$ cat src/rtl/mul_div_unit.sv
// Iterative MULT/MULTU/DIV/DIVU unit owning HI/LO; one shift-add or restoring step per cycle.
// Optional MDU_FAST_MULT_EN: single-cycle array multiply for MULT/MULTU.
module mul_div_unit #(
  parameter int WIDTH = 32
) (
  input  logic             clk,
  input  logic             reset,
  input  logic             start,
  input  logic [1:0]       op,
  input  logic [WIDTH-1:0] a,
  input  logic [WIDTH-1:0] b,
  input  logic             we_hi,
  input  logic             we_lo,
  input  logic [WIDTH-1:0] wd,
  output logic             busy,
  output logic             done,
  output logic [WIDTH-1:0] hi,
  output logic [WIDTH-1:0] lo
);
  localparam int CW = $clog2(WIDTH) + 1;

  typedef enum logic {IDLE, RUN} state_t;
  state_t state, state_nxt;

  logic [CW-1:0]    cnt;
  logic             is_div, neg_q, neg_r, bzero, done_q;
  logic [WIDTH-1:0] opb, p_hi, p_lo;

  // op[0]=0 selects the signed variants
  logic             sa, sb, accept, last, fast_mul;
  logic [WIDTH-1:0] abs_a, abs_b;
  assign sa     = ~op[0] & a[WIDTH-1];
  assign sb     = ~op[0] & b[WIDTH-1];
  assign abs_a  = sa ? -a : a;
  assign abs_b  = sb ? -b : b;
  assign accept = start && (state == IDLE);
  assign last   = (state == RUN) && (cnt == CW'(WIDTH-1));

`ifdef MDU_FAST_MULT_EN
  logic [2*WIDTH-1:0] ext_a, ext_b, fast_prod;
  assign fast_mul  = ~op[1];
  assign ext_a     = op[0] ? {{WIDTH{1'b0}}, a} : {{WIDTH{a[WIDTH-1]}}, a};
  assign ext_b     = op[0] ? {{WIDTH{1'b0}}, b} : {{WIDTH{b[WIDTH-1]}}, b};
  assign fast_prod = ext_a * ext_b;
`else
  assign fast_mul = 1'b0;
`endif

  // State register
  always_ff @(posedge clk or negedge reset) begin
    if (!reset) state <= IDLE;
    else        state <= state_nxt;
  end

  // Next-state logic
  always_comb begin
    state_nxt = state;
    case (state)
      IDLE: if (start && !fast_mul) state_nxt = RUN;
      RUN:  if (last)               state_nxt = IDLE;
      default:                      state_nxt = IDLE;
    endcase
  end

  // Output logic
  always_comb begin
    busy = (state == RUN);
    done = done_q;
  end

  // One iteration: p_hi is partial product / remainder, p_lo is multiplier / dividend-quotient
  logic [WIDTH:0]   mul_sum, shifted;
  logic [WIDTH-1:0] diff, step_hi, step_lo;
  logic             sub_ok;
  always_comb begin
    mul_sum = {1'b0, p_hi} + (p_lo[0] ? {1'b0, opb} : '0);
    shifted = {p_hi, p_lo[WIDTH-1]};
    sub_ok  = shifted >= {1'b0, opb};
    diff    = shifted[WIDTH-1:0] - opb;
    if (is_div) begin
      step_hi = sub_ok ? diff : shifted[WIDTH-1:0];
      step_lo = {p_lo[WIDTH-2:0], sub_ok};
    end else begin
      step_hi = mul_sum[WIDTH:1];
      step_lo = {mul_sum[0], p_lo[WIDTH-1:1]};
    end
  end

  // Sign correction; a zero divisor leaves the remainder equal to the dividend
  logic [2*WIDTH-1:0] prod;
  logic [WIDTH-1:0]   res_hi, res_lo;
  always_comb begin
    prod = neg_q ? -{step_hi, step_lo} : {step_hi, step_lo};
    if (is_div) begin
      res_lo = bzero ? '1 : (neg_q ? -step_lo : step_lo);
      res_hi = neg_r ? -step_hi : step_hi;
    end else begin
      res_hi = prod[2*WIDTH-1:WIDTH];
      res_lo = prod[WIDTH-1:0];
    end
  end

  always_ff @(posedge clk or negedge reset) begin
    if (!reset) begin
      cnt <= '0; is_div <= 1'b0; neg_q <= 1'b0; neg_r <= 1'b0; bzero <= 1'b0;
      opb <= '0; p_hi <= '0; p_lo <= '0;
    end else if (accept) begin
      cnt    <= '0;
      is_div <= op[1];
      neg_q  <= sa ^ sb;
      neg_r  <= sa;
      bzero  <= (b == '0);
      opb    <= abs_b;
      p_hi   <= '0;
      p_lo   <= abs_a;
    end else if (state == RUN) begin
      cnt  <= last ? '0 : cnt + 1'b1;
      p_hi <= step_hi;
      p_lo <= step_lo;
    end
  end

  // HI/LO: result write has priority; mthi/mtlo only while idle
  always_ff @(posedge clk or negedge reset) begin
    if (!reset) begin
      hi <= '0; lo <= '0; done_q <= 1'b0;
    end else begin
      done_q <= last || (accept && fast_mul);
      if (last) begin
        hi <= res_hi;
        lo <= res_lo;
`ifdef MDU_FAST_MULT_EN
      end else if (accept && fast_mul) begin
        hi <= fast_prod[2*WIDTH-1:WIDTH];
        lo <= fast_prod[WIDTH-1:0];
`endif
      end else if (state == IDLE) begin
        if (we_hi) hi <= wd;
        if (we_lo) lo <= wd;
      end
    end
  end
endmodule

$ cat config.mk
export PLATFORM = sky130hd
export DESIGN_NAME = mul_div_unit
export DESIGN_NICKNAME = d
export VERILOG_FILES = /design/src/rtl/mul_div_unit.sv
export SDC_FILE = /design/constraint.sdc
export NUM_CORES = 1
export LEC_CHECK = 0
export ABC_AREA = 1
export BUFFER_PORTS_ARGS = -buffer_cell sky130_fd_sc_hd__clkbuf_2
export CAP_MARGIN = 20
export CORE_MARGIN = 2
export CORE_UTILIZATION = 55
export CTS_CLUSTER_SIZE = 8
export DETAILED_ROUTE_END_ITERATION = 12
export PLACE_DENSITY = 0.85
export SLEW_MARGIN = 20
export SYNTH_ARGS = -nofsm -noshare
export SYNTH_HDL_FRONTEND = slang
export SYNTH_SLANG_ARGS = --single-unit
$ cat constraint.sdc
create_clock -name clk -period 3.8 [get_ports clk]
set_input_delay 0.19 -clock clk [delete_from_list [all_inputs] [get_ports clk]]
set_output_delay 0.19 -clock clk [all_outputs]
set_load 0.02 [all_outputs]
# After elaboration in Yosys (flattened, before gate mapping)
# Cells that the tools add are included.
# word_totals
word_cells	64
output_inout_bits	66
register_bits	172
# op_classes
bitwise_logic	5
eq_ne	2
n_lt_le_gt_ge	1
addsub	8
mux	28
n_reduce_logical	8
# ops
operator	n
$mux 32	21
$neg 32->32	4
$mux 64	1
$neg 64->64	1
$add 32x32->33	1
$ge 33x32->1	1
$logic_not 32->1	1
$sub 32x32->32	1
$mux 6	3
$add 6x1->6 const B	1
$eq 6x5->1 const B	1
$reduce_bool 2->1	3
$reduce_and 2->1	2
$and 1x1->1	2
$logic_and 1x1->1	2
$mux 1	2
$ne 2x1->1 const B	1
$not 1->1	2
$pmux 1 s2	1
$xor 1x1->1	1

# Depth between registers and ports, before layout
# Gate-level depths: netlist of run 1.
# logic_depth
depth_word	8
depth_mapped	33
ltp_nobuf	33

# Worst setup path after synthesis of run 1
# No wires, ideal clock.
# synth_timing
path_type	reg-to-reg
startpoint	reg opb[24]
endpoint	reg hi[24]
path_stages_with_launch	31
required_ps	3727
setup_ps	73
setup_slack_ps	247
arrival_time_ps	3480
n_path_buf	0
period_less_slack_ps	3553
cell_sequence	dfrtp_1 > inv_1 > ha_1 > nand2_2 > inv_1 > nand2_1 > nand2_1 > a21oi_2 > nor2_4 > nor2_8 > nand3_2 > nand2_4 > ha_1 > inv_1 > nor3_2 > nand3_1 > nor2_2 > nand3_2 > clkinv_1 > nand2_1 > nand2_2 > nand2_2 > nor2_2 > nand2_2 > nor2_4 > o21ai_2 > nor2_1 > nand2_1 > nand3_1 > nand3_1 > a21oi_2
# synth_via
elab_chain_len	7
word_cells_on_any_way	13
classes_between	add/sub (4); order compare (1); mux (8)
# synth_rtl
item	line_no	text
from (decl)	27	logic [WIDTH-1:0] opb, p_hi, p_lo;
from (signal assigned)	113	opb <= abs_b;
$mux 32 (tied with other cells)	76	mul_sum = {1'b0, p_hi} + (p_lo[0] ? {1'b0, opb} : '0);
$add 32x32->33 or $mux 32 (tied branches)	76, 81	
$mux 32	80	if (is_div) begin
$neg 64->64 or $neg 32->32 (tied branches)	93, 96	
$mux 64 or $mux 32 (tied branches)	93, 96	
$mux 32 *	94	if (is_div) begin
$mux 32 *	129	if (last) begin
to (signal assigned)	130	hi <= res_hi;
to (signal assigned)	138	if (we_hi) hi <= wd;
to (decl)	17	output logic [WIDTH-1:0] hi,
# Mark *: on every way between the ends. The rest lies on a longest branch, timed or not.
# A chain may end at the register's enable or synchronous reset.

# Final worst setup path of run 1
# layout_timing
startpoint	reg p_hi[1]
endpoint	reg hi[16]
# layout_via
elab_chain_len	7
word_cells_on_any_way	12
classes_between	add/sub (4); order compare (1); mux (7)
# layout_rtl
item	line_no	text
from (decl)	27	
from (signal assigned)	118	p_hi <= step_hi;
$sub 32x32->32 or $ge 33x32->1 (tied branches)	79, 78	
$mux 32	81	step_hi = sub_ok ? diff : shifted[WIDTH-1:0];
$mux 32	80	
$neg 64->64 or $neg 32->32 (tied branches)	93, 96	
$mux 64 or $mux 32 (tied branches)	93, 96	
$mux 32 *	94	
$mux 32 *	129	
# Marks and branches as above.

==> results of run 1 <==
repair_timing:
item	in CTS	in global routing
buffers inserted	0	21
resized for setup	22	169
pin swaps	3	35
hold buffers	6	0
endpoints found under the setup margin	15	36
hold endpoints to repair	99	0
worst paths after layout:
| path | to | cells past startpoint |
|---|---|---|
| worst max-delay path | hi[16]$_DFFE_PN0P_ | 28 |
| worst min-delay path | lo[3]$_DFFE_PN0P_ | 3 |
| worst max register to register | hi[16]$_DFFE_PN0P_ | 28 |
| worst min register to register | lo[26]$_DFFE_PN0P_ | 2 |
| max in group asynchronous | p_hi[0]$_DFFE_PN0P_ | 3 |
| min in group asynchronous | hi[23]$_DFFE_PN0P_ | 2 |
sequential cells by signal (all words and copies together), names as in the netlist:
name / count
p_lo: 32
neg_r: 1
opb: 32
hi: 32
lo: 32
busy: 1
bzero: 1
p_hi: 32
cnt: 6
neg_q: 1
done: 1
is_div: 1
worst reg2reg max path, delay by kind of cell (launching register included):
| family | cells | cell delay (ps) |
|---|---|---|
| and+or+nand+nor | 20 | 2240 |
| DFF | 1 | 440 |
| adders and majority gates | 2 | 400 |
| AOI/OAI and AO/OA | 2 | 340 |
| buffers and inverters | 4 | 330 |
metrics by stage:
stage                     setup slack, ps  cell area (um^2)  hold WS, ps  setup TNS, ps
after global routing                 -180             22500         23.0          -1660
after detailed placement             -151             20800          343           -511
after CTS                            12.2             21600         3.04              0
after floorplan                       247             17800         -106              0
after global placement              -76.4             20800          333           -102
final                               -21.3             22500         8.26          -26.5
cell families (layout without fill, tap and decap cells):
group	after synthesis	count (layout)	share of synthesized area [%]
AO/OA/AOI/OAI	479	479	15.4
XOR/XNOR	65	65	3.19
other	0	2	0
adder cells (fa/ha/maj)	71	71	5.07
AND/OR/NAND/NOR	1572	1572	40.5
flip-flops	172	172	24.1
buffers and inverters	513	921	11.7
synthesized netlist by cell type, types with 5 or more instances:
cell / n
a21oi_1: 136
a21oi_2: 14
a22oi_1: 14
a31oi_1: 17
buf_2: 17
buf_6: 10
clkbuf_1: 60
clkinv_1: 6
dfrtp_1: 172
ha_1: 69
inv_1: 390
inv_2: 18
nand2_1: 786
nand2_2: 32
nand2_4: 7
nand3_1: 203
nand3_2: 42
nand3_4: 5
nand3b_1: 22
nand4_1: 42
nor2_1: 309
nor2_2: 34
nor2_4: 15
nor3_1: 37
nor4_1: 5
o211ai_1: 8
o21ai_0: 206
o21ai_1: 13
o21ai_2: 10
o21bai_1: 7
o221ai_1: 16
o22ai_1: 18
or2_1: 6
or2_2: 9
xnor2_1: 21
xor2_1: 44
area by class of cell:
cell class	instances	area (um^2)	area share, %
Clock inverter	12	140	0.623
Tap cell	402	503	2.24
Timing Repair Buffer	475	3220	14.3
Antenna cell	2	5.00	0.0222
Inverter	415	1560	6.94
Sequential cell	172	4310	19.2
Multi-Input combinational cell	2187	12300	54.7
Clock buffer	19	443	1.97
per-layer routing:
layer / up-vias / GRT usage, %
met5: - / 0
met1: 10000 / 59.9
met3: 263 / 9.29
met4: 4 / 18.5
li1: 10100 / -
met2: 1410 / 66.0
==> flow_summary_export.csv, run 1 <==
group,metric,value,unit
status,status,"complete, but fails checks",
status,violations,"negative setup slack",
hold_path,hp-start,"wd[3]",
sta,maxSlewHeadroom,34.2,%
placement,hpwl,58700,um
sta,min_period,3820,ps
logic_synthesis,ys_seq_area_share,24.1,%
layout,fin_util,70.9,%
clock_network,clock_sinks,172,
global_route,grt_max_degree,98,
clock_network,cts_tree,"done",
worst_setup_path,r2r_start,"p_hi[1]$_DFFE_PN0P_",
route,wirelength_met1,30300,um
sta,hold_violations,0,
route,wl_met2,32300,um
floorplanning,core_area,31700,um^2
worst_setup_path,slowest_delay,440,ps
flow_run,cap_violations,0,
route,wl_met3,8460,um
layout,areaGrowthSynthToFinish,26.2,%
floorplanning,die_x,184,um
route,drtAntennaViolNets,0,
worst_setup_path,worstPathRequired,4200,ps
floorplanning,start_util,56.2,%
route,drc,0,
global_route,grt_pass1_vias,20100,
logic_synthesis,synthArstFlopShare,100,%
layout,final_cell_mix,"nand2_1, inv_1, buf_4",
worst_setup_path,cp_top_family,"simple AND/OR/NAND/NOR gates",
logic_synthesis,synth_area_per_cell,6.21,um^2
global_route,grt-ovfl-total,0,
global_route,grt_pass1_wl,112000,um
sta,finalSetupViolations,2,
worst_setup_path,crit_arrival,4220,ps
worst_setup_path,criticalPathCategory,"reg2reg",
logic_synthesis,synth_edf_count,0,
layout,final_common_cell,"nand2_1",
route,vias,21800,
hold_path,hold_class,"in2reg",
sta,tightestPinTransition,988,ps
logic_synthesis,ys_warn_count,0,
worst_setup_path,cp_slowest_cell,"dfrtp_1",
route,routed_wl,74700,um
worst_setup_path,crit_buf_inv,4,
clock_network,clkTransAtPathRegs,80,ps
clock_network,cts_root_buf,"clkbuf_16",
clock_network,numCtsBuffers,17,
logic_synthesis,ys_ff_latch,172,
logic_synthesis,synth_top_area_cell,"dfrtp_1",
layout,fill_cells,2704,
clock_network,clk_latency,470,ps
sta,fin_skew,15.6,ps
sta,finalWorstSetupSlack,-21.3,ps
worst_setup_path,crit_top_cell,"nand2_2",
route,top_layer_used,"met5",
floorplanning,io_pins,169,
worst_setup_path,end_kind,"register",
logic_synthesis,synth_area_leaders,"dfrtp_1, nand2_1, inv_1",
floorplanning,num_rows,65,
clock_network,cts_buffer_depth,2,
floorplanning,die_area,33900,um^2
sta,slew_violations,0,
global_route,grt_usage,43.5,%
route,dr.pass1.iters,7,
route,wl_per_cell,20.3,um
logic_synthesis,synth_top_cell_area_share,24.1,%
layout,final_cells,3684,
route,vias_per_cell,5.91,
worst_setup_path,cp_max_fo,5,
layout,drive_gt1_share,25.9,%
placement,port_buffers,168,
worst_setup_path,cp-start-kind,"register",
sta,max_freq,262,MHz
global_route,grt_antenna_before_repair,6,
clock_network,cts_max_level,4,
route,first_iter_violations,2855,
logic_synthesis,synth_flop_cell,"dfrtp_1",
placement,gp_congestion,1.05,
sta,fin_crit_sh,101,%
logic_synthesis,syn_inst,2872,
logic_synthesis,netlist_area,17800,um^2
layout,finalNetCount,3442,
sta,grt_setup_unrepaired,"true",
placement,place_inst,3624,
worst_setup_path,cp-startpoint,"p_hi[1]$_DFFE_PN0P_",
logic_synthesis,synth.net_count,3046,
floorplanning,die_h,184,um
worst_setup_path,rrSetupSlack,-20,ps
logic_synthesis,synth_cell_types,64,
Power of run 1 is left out: the tool's default activity adds up to more than one toggle a clock period on the data nets, which glitch-free logic cannot reach.
==> run 2: changes to the inputs <==
Settings changed: MAX_ROUTING_LAYER set to met4, RECOVER_POWER set to 25, SKIP_LAST_GASP set to 1.
==> flow_summary_export.csv, run 2 (synthesis results as in run 1) <==
group,metric,value,unit
global_route,grt_usage,44.8,%
sta,min_period,3790,ps
floorplanning,io_pins,169,
global_route,grt_antenna_before_repair,5,
global_route,grt-ovfl-total,0,
floorplanning,die_x,184,um
layout,fin_area,22300,um^2
sta,tightestPinTransition,2460,ps
worst_setup_path,criticalPathCategory,"reg2reg",
floorplanning,core_area,31700,um^2
worst_setup_path,end_kind,"register",
clock_network,cts_max_level,4,
layout,finalNetCount,3450,
clock_network,clock_sinks,172,
clock_network,cts_buffer_depth,2,
route,vias_per_cell,5.89,
sta,maxSlewHeadroom,-64.3,%
flow_run,cap_violations,1,
sta,grt_setup_unrepaired,"true",
placement,place_inst,3636,
route,dr.pass1.iters,9,
hold_path,hold_class,"in2reg",
floorplanning,start_util,56.2,%
route,wl_per_cell,20.2,um
layout,final_cells,3693,
sta,max_freq,264,MHz
worst_setup_path,reg2reg_depth,29,
clock_network,clkTransAtPathRegs,80,ps
sta,hold_violations,0,
worst_setup_path,worstPathRequired,4170,ps
route,vias,21700,
sta,fin_crit_sh,99.8,%
clock_network,cts_tree,"done",
route,first_iter_violations,2628,
placement,port_buffers,168,
global_route,grt_pass1_vias,20100,
sta,fin_skew,16.0,ps
layout,final_common_cell,"nand2_1",
sta,slew_violations,85,
worst_setup_path,slowest_delay,460,ps
sta,finalSetupViolations,0,
layout,areaGrowthSynthToFinish,25.3,%
floorplanning,die_h,184,um
layout,drive_gt1_share,25.2,%
floorplanning,num_rows,65,
worst_setup_path,cp_max_fo,5,
status,violations,"max-capacitance violations, max-slew violations",
hold_path,hold_depth,3,
status,status,"complete, but fails checks",
route,routed_wl,74500,um
layout,fin_util,70.4,%
floorplanning,die_area,33900,um^2
clock_network,clk_latency,480,ps
clock_network,cts_root_buf,"clkbuf_16",
worst_setup_path,cp_slowest_cell,"dfrtp_1",
placement,gp_congestion,1.10,
layout,final_cell_mix,"nand2_1, inv_1, buf_4",
worst_setup_path,crit_top_cell,"nand2_2",
global_route,grt_pass1_wl,112000,um
worst_setup_path,crit_arrival,4160,ps
clock_network,numCtsBuffers,17,
placement,hpwl,59300,um
global_route,grt_max_degree,86,
sta,holdWs,20.3,ps
worst_setup_path,cp-start-kind,"register",
route,drtAntennaViolNets,0,
placement,dpl_cell_area,20900,um^2
route,drc,0,
-- run 2: changes by cell type in the layout (fill, tap and decap cells not counted), sizes merged, moves of 2 or more --
cell,previous run,this run
buf,302,307
clkinv,7,10
bufinv,2,0
clkinvlp,5,3
inv,413,415
-- run 2: metrics by stage --
step	setup WS (ps)	setup TNS [ps]
2_1_floorplan	247	0
3_3_place_gp	-11.0	-11.0
3_5_place_dp	-82.8	-217
4_1_cts	12.0	0
5_1_grt	-196	-1840
6_report	7.84	0
-- run 2: worst max-delay path, delay by kind of cell (launching register included) --
family,cells,cell delay (ps)
and+or+nand+nor,21,2210
DFF,1,460
buffers and inverters,4,310
AOI/OAI and AO/OA,2,230
adders and majority gates,2,450
-- run 2: final timing paths --
check,start,end,slack (ps)
setup reg to reg,p_hi[1]$_DFFE_PN0P_,hi[16]$_DFFE_PN0P_,8
max in group asynchronous,reset,hi[17]$_DFFE_PN0P_,930
hold / removal,wd[2],lo[2]$_DFFE_PN0P_,20
hold reg to reg,lo[8]$_DFFE_PN0P_,lo[8]$_DFFE_PN0P_,490
min in group asynchronous,reset,hi[23]$_DFFE_PN0P_,960
setup / recovery,p_hi[1]$_DFFE_PN0P_,hi[16]$_DFFE_PN0P_,8
-- run 2: layout make-up --
type,instances,area (um^2)
sequential,172,4310
tap,402,503
fill,2693,9380
multi-input combinational,2187,12200
clock inverter,13,111
inverter,415,1560
clock buffer,18,429
timing repair buffer,483,3250
antenna,3,7.51
-- run 2: routing by layer --
metal	global-route usage, %	wire [um]
met4	18.6	3710
met5	-	0
met3	8.48	7800
met1	60.2	30900
met2	66.1	32100
-- run 2: timing repair --
item                                    4_1_cts  5_1_grt
hold endpoints to repair                     91        0
hold buffers                                  7        0
gates resized for setup                      10      143
setup buffers                                 1       15
endpoints found under the setup margin       11       37
pin swaps                                     1       30
Power of run 2 is left out for the same reason.
